**config.mk**
```make
export PLATFORM = sky130hd
export DESIGN_NAME = fc_mac_neuron_flat
export DESIGN_NICKNAME = d
export VERILOG_FILES = /design/src/rtl/fc_pkg.sv /design/src/rtl/fc_mac_neuron_if.sv /design/src/rtl/lane_dot.sv /design/src/rtl/fc_mac_neuron.sv /design/src/flat_wrapper.sv
export SDC_FILE = /design/constraint.sdc
export NUM_CORES = 1
export LEC_CHECK = 0
export BUFFER_PORTS_ARGS = -buffer_cell sky130_fd_sc_hd__buf_4
export CORE_MARGIN = 2
export CORE_UTILIZATION = 60
export CTS_BUF_LIST = sky130_fd_sc_hd__clkbuf_8
export DETAILED_ROUTE_END_ITERATION = 10
export HOLD_SLACK_MARGIN = 0.02
export PLACE_DENSITY_LB_ADDON = 0.15
export REMOVE_ABC_BUFFERS = 1
export SLEW_MARGIN = 10
export SYNTH_ARGS = -nofsm -noshare
export SYNTH_HDL_FRONTEND = slang
export SYNTH_HIERARCHICAL = 1
export SYNTH_SLANG_ARGS = --single-unit
```
**constraint.sdc**
```tcl
create_clock -name clk -period 2.9 [get_ports clk]
set_input_delay 0.145 -clock clk [delete_from_list [all_inputs] [get_ports clk]]
set_output_delay 0.145 -clock clk [all_outputs]
set_load 0.1 [all_outputs]
```
**src/rtl/fc_pkg.sv**
```systemverilog
// Shared types and sizing helpers for the sequential fully-connected MAC neuron.
package fc_pkg;

    typedef enum logic [1:0] {ACCUM, DRAIN, DONE} state_t;

    // Accumulator wide enough to hold any IN-term sum of WIDTH x WIDTH products.
    function automatic int acc_width(input int width, input int n_in);
        return 2 * width + $clog2(n_in);
    endfunction

    function automatic int beats(input int n_in, input int lanes);
        return (n_in + lanes - 1) / lanes;
    endfunction

endpackage

```
**src/rtl/fc_mac_neuron_if.sv**
```systemverilog
// Beat input stream and result output stream of the MAC neuron.
interface fc_mac_neuron_if
    import fc_pkg::*;
#(
    parameter int WIDTH = 8,
    parameter int LANES = 4,
    parameter int ACC_W = acc_width(8, 400)
);
    logic                     in_valid;
    logic                     in_ready;
    logic [WIDTH*LANES-1:0]   in_x;
    logic [WIDTH*LANES-1:0]   in_w;
    logic                     in_last;
    logic                     out_valid;
    logic                     out_ready;
    logic signed [ACC_W-1:0]  out_z;

    modport master (
        output in_valid, in_x, in_w, in_last, out_ready,
        input  in_ready, out_valid, out_z
    );

    modport slave (
        input  in_valid, in_x, in_w, in_last, out_ready,
        output in_ready, out_valid, out_z
    );
endinterface

```
**src/rtl/lane_dot.sv**
```systemverilog
// Combinational signed dot product of one beat; masked lanes contribute zero.
module lane_dot
    import fc_pkg::*;
#(
    parameter int WIDTH = 8,
    parameter int LANES = 4,
    parameter int SUM_W = 2 * WIDTH + $clog2(LANES)
) (
    input  logic [WIDTH*LANES-1:0] x,
    input  logic [WIDTH*LANES-1:0] w,
    input  logic [LANES-1:0]       mask,
    output logic signed [SUM_W-1:0] sum
);
    logic signed [2*WIDTH-1:0] prod [LANES];

    for (genvar k = 0; k < LANES; k++) begin : g_lane
        logic signed [WIDTH-1:0] xs;
        logic signed [WIDTH-1:0] ws;
        assign xs = signed'(x[k*WIDTH +: WIDTH]);
        assign ws = signed'(w[k*WIDTH +: WIDTH]);
        assign prod[k] = mask[k] ? (2*WIDTH)'(xs) * (2*WIDTH)'(ws) : '0;
    end

    always_comb begin
        sum = '0;
        for (int k = 0; k < LANES; k++) begin
            sum = sum + SUM_W'(prod[k]);
        end
    end
endmodule

```
**src/rtl/fc_mac_neuron.sv**
```systemverilog
// Sequential FC neuron: LANES-wide multiply-accumulate over ceil(IN/LANES) beats,
// optional ReLU, one result per frame on a valid/ready output.
module fc_mac_neuron
    import fc_pkg::*;
#(
    parameter int WIDTH   = 8,
    parameter int IN      = 400,
    parameter int LANES   = 4,
    parameter int RELU_EN = 1,
    parameter int ACC_W   = acc_width(WIDTH, IN)
) (
    input  logic           clk,
    input  logic           rst,
    fc_mac_neuron_if.slave bus,
    output logic           err
);
    localparam int BEATS      = beats(IN, LANES);
    localparam int LAST_LANES = IN - (BEATS - 1) * LANES;
    localparam int SUM_W      = 2 * WIDTH + $clog2(LANES);
    localparam int CNT_W      = (BEATS > 1) ? $clog2(BEATS) : 1;

    state_t                  state, state_nxt;
    logic [CNT_W-1:0]        cnt;
    logic [LANES-1:0]        mask;
    logic signed [SUM_W-1:0] lane_sum;
    logic signed [SUM_W-1:0] prod_p1;
    logic                    vld_p1;
    logic signed [ACC_W-1:0] acc;
    logic signed [ACC_W-1:0] z_p2;
    logic                    vld_p2;
    logic                    beat;
    logic                    last_beat;
    logic                    take;

    function automatic logic signed [ACC_W-1:0] relu(input logic signed [ACC_W-1:0] a);
        return (RELU_EN != 0 && a < 0) ? '0 : a;
    endfunction

    lane_dot #(.WIDTH(WIDTH), .LANES(LANES), .SUM_W(SUM_W)) u_dot (
        .x    (bus.in_x),
        .w    (bus.in_w),
        .mask (mask),
        .sum  (lane_sum)
    );

    assign bus.in_ready  = (state == ACCUM);
    assign bus.out_valid = vld_p2;
    assign bus.out_z     = z_p2;

    always_comb begin
        state_nxt = state;
        last_beat = (cnt == CNT_W'(BEATS - 1));
        beat      = bus.in_valid && (state == ACCUM);
        take      = vld_p2 && bus.out_ready;
        mask      = '1;
        // The tail beat of a frame only carries LAST_LANES real elements.
        if (last_beat) begin
            for (int k = 0; k < LANES; k++) begin
                mask[k] = (k < LAST_LANES);
            end
        end
        case (state)
            ACCUM:   if (beat && last_beat) state_nxt = DRAIN;
            DRAIN:   state_nxt = DONE;
            DONE:    if (take) state_nxt = ACCUM;
            default: state_nxt = ACCUM;
        endcase
    end

    always_ff @(posedge clk or posedge rst) begin
        if (rst) begin
            state   <= ACCUM;
            cnt     <= '0;
            prod_p1 <= '0;
            vld_p1  <= 1'b0;
            acc     <= '0;
            z_p2    <= '0;
            vld_p2  <= 1'b0;
            err     <= 1'b0;
        end else begin
            state  <= state_nxt;
            // p0 -> p1: registered lane sum of the accepted beat
            vld_p1 <= beat;
            if (beat) begin
                prod_p1 <= lane_sum;
                cnt     <= last_beat ? '0 : cnt + 1'b1;
                if (bus.in_last != last_beat) err <= 1'b1;
            end
            // p1 -> acc: frame sum, cleared once the result is handed off
            if (take) begin
                acc <= '0;
            end else if (vld_p1) begin
                acc <= acc + ACC_W'(prod_p1);
            end
            // acc -> p2: output register, held until accepted
            if (state == DONE && !vld_p2) begin
                vld_p2 <= 1'b1;
                z_p2   <= relu(acc);
            end else if (take) begin
                vld_p2 <= 1'b0;
            end
        end
    end
endmodule

```
**src/flat_wrapper.sv**
```systemverilog
// flat-port wrapper written by rule: the top's interface ports become plain ports
module fc_mac_neuron_flat import fc_pkg::*;
#(
    parameter int WIDTH   = 8,
    parameter int IN      = 400,
    parameter int LANES   = 4,
    parameter int RELU_EN = 1,
    parameter int ACC_W   = acc_width(WIDTH, IN)
)
  (clk, rst, err, bus_in_valid, bus_in_x, bus_in_w, bus_in_last, bus_out_ready, bus_in_ready, bus_out_valid, bus_out_z);
  fc_mac_neuron_if #(.WIDTH(WIDTH), .LANES(LANES), .ACC_W(ACC_W)) bus_i ();
  input  logic clk;
  input  logic rst;
  output logic err;
  input wire logic [$bits(bus_i.in_valid)-1:0] bus_in_valid;
  input wire logic [$bits(bus_i.in_x)-1:0] bus_in_x;
  input wire logic [$bits(bus_i.in_w)-1:0] bus_in_w;
  input wire logic [$bits(bus_i.in_last)-1:0] bus_in_last;
  input wire logic [$bits(bus_i.out_ready)-1:0] bus_out_ready;
  output wire logic [$bits(bus_i.in_ready)-1:0] bus_in_ready;
  output wire logic [$bits(bus_i.out_valid)-1:0] bus_out_valid;
  output wire logic [$bits(bus_i.out_z)-1:0] bus_out_z;
  assign bus_i.in_valid = bus_in_valid;
  assign bus_i.in_x = bus_in_x;
  assign bus_i.in_w = bus_in_w;
  assign bus_i.in_last = bus_in_last;
  assign bus_i.out_ready = bus_out_ready;
  assign bus_in_ready = bus_i.in_ready;
  assign bus_out_valid = bus_i.out_valid;
  assign bus_out_z = bus_i.out_z;
  fc_mac_neuron #(.WIDTH(WIDTH), .IN(IN), .LANES(LANES), .RELU_EN(RELU_EN), .ACC_W(ACC_W)) u_core (.clk(clk), .rst(rst), .bus(bus_i), .err(err));
endmodule
```
# After elaboration in Yosys (flattened, before gate mapping)
# Cells that the tools add are included.
[totals]
ff_bits = 80
input_bits = 69
wordCells = 43
[classes]
add_sub_neg = 5
mul = 4
order_cmp = 1
n_eq_ne = 6
n_mux = 9
reduce_logical = 10
[op_table]
columns = ["op", "n"]
rows = [
  ["25-bit two-way mux", 3],
  ["8-bit by 8-bit multiplier with 16-bit output", 4],
  ["25-bit by 18-bit adder with 25-bit output", 1],
  ["25-bit by 1-bit < comparator with 1-bit output, second input constant", 1],
  ["17-bit by 16-bit adder with 18-bit output", 1],
  ["18-bit by 16-bit adder with 18-bit output", 1],
  ["16-bit by 16-bit adder with 17-bit output", 1],
  ["7-bit by 1-bit adder with 7-bit output, second input constant", 1],
  ["7-bit equality test, second input constant", 1],
  ["7-bit two-way mux", 1],
  ["2-bit one-hot mux with 3 select lines", 1],
  ["1-bit logical AND", 4],
  ["2-bit two-way mux", 2],
  ["2-bit by 1-bit != test with 1-bit output, second input constant", 2],
  ["2-bit AND reduction", 2],
  ["2-bit nonzero test", 2],
  ["2-bit by 1-bit equality test with 1-bit output, second input constant", 1],
  ["2-bit equality test, second input constant", 1],
  ["2-bit zero test", 1],
  ["1-bit two-way mux", 2],
  ["1-bit zero test", 1],
  ["1-bit != test", 1],
]

# Logic depth before layout (Yosys ltp)
[depth]
depth_word = 5
depth_mapped = 29
mapped_depth_nobuf = 29

# Hierarchy
# The synthesis kept the hierarchy.
[by_module_without_submodules]
columns = ["mod", "instances", "cells_per_inst", "area_per_inst_um2", "seq_area_each_um2"]
rows = [
  ["lane_dot", 1, 1337, 11617.4, 0.0],
  ["fc_mac_neuron", 1, 498, 4518.1, 1976.9],
]

# Worst setup path after synthesis
# Ideal clock, no wire load.
[synth_path]
path_kind = "input to register"
startpoint = "input port bus_in_x[13]"
endpoint = "register u_core.prod_p1[16]"
arrival_ps = 6315
required_time_ps = 2835
slack_ps = -3480
stages = 27
path_cell_list = "and2_1 fa_1 inv_1 fa_1 inv_1 fa_1 fa_1 ha_1 a21oi_1 nor2b_1 a311o_1 a31oi_1 xnor2_1 and2_1 fa_1 inv_1 fa_1 inv_1 ha_1 a21oi_1 inv_1 o311a_1 or3_1 a21oi_1 xnor2_1 nand2_1 nand2_1"
[synth_via]
elab_chain_len = 4
[synth_lines]
columns = ["element", "line", "source"]
rows = [
  ["start: declaration", "flat_wrapper.sv:16", "input wire logic [$bits(bus_i.in_x)-1:0] bus_in_x;"],
  ["8-bit by 8-bit multiplier with 16-bit output", "lane_dot.sv:21", "assign prod[k] = mask[k] ? (2*WIDTH)'(xs) * (2*WIDTH)'(ws) : '0;"],
  ["16-bit by 16-bit adder with 17-bit output", "lane_dot.sv:27", "sum = sum + SUM_W'(prod[k]);"],
  ["17-bit by 16-bit adder with 18-bit output", "lane_dot.sv:27", ""],
  ["18-bit by 16-bit adder with 18-bit output", "lane_dot.sv:27", ""],
  ["via u_core.lane_sum[16]", "fc_mac_neuron.sv:25", "logic signed [SUM_W-1:0] lane_sum;"],
  ["end signal: assignment", "fc_mac_neuron.sv:85", "prod_p1 <= lane_sum;"],
  ["end: declaration", "fc_mac_neuron.sv:26", "logic signed [SUM_W-1:0] prod_p1;"],
]
# The timed path passes the listed nets, and every way through them passes these cells.
# A chain may end at the register's enable or synchronous reset.

# Final worst setup path
[layout_path]
startpoint = "input port bus_in_x[30]"
endpoint = "register u_core.prod_p1[16]"
[layout_via]
elab_chain_len = 2
[layout_lines]
columns = ["element", "line"]
rows = [
  ["8-bit by 8-bit multiplier with 16-bit output", "lane_dot.sv:21"],
  ["18-bit by 16-bit adder with 18-bit output", "lane_dot.sv:27"],
  ["via u_core.lane_sum[16]", "fc_mac_neuron.sv:25"],
]
# The timed path passes the listed nets, and every way through them passes these cells.

==> impl_metrics.yaml <==
timing:
  finalHoldViolCount: 0
  fin_skew_ns: 0.0122
  fmax_mhz: 162
  max_slew_margin: 0.485
  final.setup.tns_ns: -36.66
  tightest_slew_ns: 0.768
  fin_crit_sh: 2.13
  finalWorstSetupSlack_ns: -3.29
  finalSetupViolations: 16
  slew_violations: 0
  min_period_ns: 6.19
  rsz0062_at_grt: "true"
floorplan:
  die-area_um2: 28200
  rows: 60
  die_w_um: 168
  core_um2: 26700
  io_pins: 97
  start_util: 0.605
  die_y_um: 168
synthesis:
  ys_ff_latch: 79
  seq_area_frac_synth: 0.123
  yosysWarnings: 6
  yosysUniqueCellTypes: 71
  synth_edf_count: 0
  avgSynthCellArea_um2: 8.79
  synth_cells: 1835
  syn_area_um2: 16100
  async_flop_share: 1.00
  synth-main-ff-cell: "dfrtp_1"
status:
  status: "finished, violations left"
  violations: "negative setup slack"
global_route:
  antenna_found_initial: 0
  grt_overflow: 0
  grt_max_degree: 50
  grt_pass1_wl_um: 65200
  track_usage: 0.278
  grt_pass1_vias: 14200
routing:
  drt-total-wl_um: 39000
  antenna_left: 0
  drt-initial-drc-count: 627
  drt_first_pass_iters: 5
  wire_per_inst_um: 15.3
  viasPerCell: 5.27
  drc: 0
  vias: 13500
setup_path:
  crit_arrival_ns: 6.47
  critPathLaunchType: "input port"
  path_max_fanout: 4
  critPathMaxStageDelay_ns: 0.55
  path_class: "input port to flop"
  cp-end-kind: "flop"
  slowest_stage: "fa_1"
  cpMostUsedCell: "fa_1"
  cp.required_ns: 3.18
clock_network:
  path_clk_slew_ns: 0.08
  cts_tree: "built"
  cts_buffers: 9
  cts_sinks: 79
  htreeDepth: 3
  cts_buffer_depth: 2
  cts_root_buf: "clkbuf_8"
  clock_latency_ns: 0.34
final_layout:
  nFillCells: 1756
  layout_common_cells: "inv_1 (329), buf_4 (304), fa_1 (245)"
  drive_gt1_frac: 0.285
  syn2layout_area_growth_pct: 30.4
  layout.nets: 2693
  mostFrequentLayoutCell: "inv_1"
  num_antenna_cells: 0
place:
  numPortBuffers: 95
  post-place-ws_ns: -3.97
  gp_congestion: 0.910
  place_hpwl_um: 30800
worst_hold_path:
  hold_class: "input port to flop"
job:
  maxCapViolCount: 0
==> state kept, by name, summed over array words and instances, names as in the netlist <==
name	flops
u_core/bus.out_z	24
u_core/vld_p1	1
u_core/state	2
u_core/prod_p1	18
u_core/acc	25
u_core/err	1
u_core/bus.out_valid	1
u_core/cnt	7
==> metal layers <==
layer | part of all wire | track usage | vias to the layer above
met3 | 0.030 | 0.0186 | 70
li1 | - | - | 6468
met4 | 0.025 | 0.0790 | 0
met1 | 0.42 | 0.365 | 6670
met5 | 0 | 0 | -
met2 | 0.52 | 0.501 | 264
==> worst paths after layout <==
| kind | start | slack (ns) | cells after the start | endpoint |
|---|---|---|---|---|
| setup / recovery | bus_in_x[30] | -3.29 | 30 | u_core/prod_p1[16] |
| hold / removal | bus_in_last | 0.15 | 3 | u_core/err |
| setup reg to reg | u_core/prod_p1[0] | 0.15 | 11 | u_core/acc[14] |
| hold reg to reg | u_core/err | 0.47 | 1 | u_core/err |
| max in group asynchronous | rst | 1.84 | 4 | u_core/cnt[3] |
| min in group asynchronous | rst | 0.31 | 3 | u_core/bus.out_z[3] |
==> logic make-up after synthesis <==
| family | synth area share |
|---|---|
| buf+inv | 0.0913 |
| xor+xnor | 0.0516 |
| other cells | 0.000465 |
| compound gates | 0.0969 |
| flops | 0.123 |
| simple gates | 0.188 |
| fa+ha+maj | 0.438 |
| mux | 0.0112 |
==> cell type report <==
cell class,count,area [µm²],share of cell area
clock buffers,11,151,0.00720
repair buffers,363,2960,0.141
well taps,341,427,0.0203
clock inverters,3,20.0,0.000952
inverters,367,1380,0.0655
flip-flops and latches,79,1980,0.0940
multi-input cells,1392,14100,0.671
==> per-stage QoR <==
stage                     cell area [µm²]  cells  utilization  hold WS [ns]
after floorplan                     16100   1838            -         0.255
after global placement              19200   2522        0.719         0.102
after detailed placement            19200   2522        0.719         0.109
after CTS                           20600   2548        0.771         0.135
after global routing                21000   2556        0.789         0.147
final                               21000   2556        0.789         0.149
==> repair_timing <==
action | CTS | global route
pin swaps | 144 | 53
hold endpoints to repair | 17 | 0
setup buffers | 12 | 8
gates resized for setup | 259 | 83
setup endpoints to repair | 16 | 21
hold buffers | 2 | 0
==> cells in the mapped netlist, types with 4 or more instances <==
cell / instances / area, µm²
nand2b_1: 48 / 300
nor2b_1: 8 / 50.1
ha_1: 158 / 1980
xnor2_1: 68 / 596
nand3b_1: 9 / 67.6
dfrtp_1: 79 / 1980
a21o_1: 22 / 165
o21a_1: 11 / 82.6
o211ai_1: 4 / 30.0
clkbuf_1: 21 / 78.8
a21oi_1: 56 / 280
a31oi_1: 10 / 62.6
nor3_1: 13 / 65.1
xor2_1: 27 / 236
and3_1: 9 / 56.3
inv_1: 366 / 1370
o31ai_1: 5 / 37.5
a211o_1: 5 / 43.8
mux2i_1: 17 / 170
o21ai_0: 82 / 410
and2_1: 183 / 1140
a211oi_1: 12 / 90.1
nor2_1: 71 / 267
nand2_1: 211 / 792
fa_1: 254 / 5080
nand3_1: 18 / 90.1
nand4_1: 4 / 25.0
==> worst max-delay path, delay by kind of cell <==
kind	cells	cell delay, ns
AND/OR/NAND/NOR	8	1.12
XOR/XNOR	1	0.13
AO/OA/AOI/OAI	5	0.99
buffers and inverters	8	0.60
adder cells (fa/ha/maj)	8	3.50
Power is left out: the tool's default activity adds up to more than one toggle a clock period on the data nets, which glitch-free logic cannot reach.
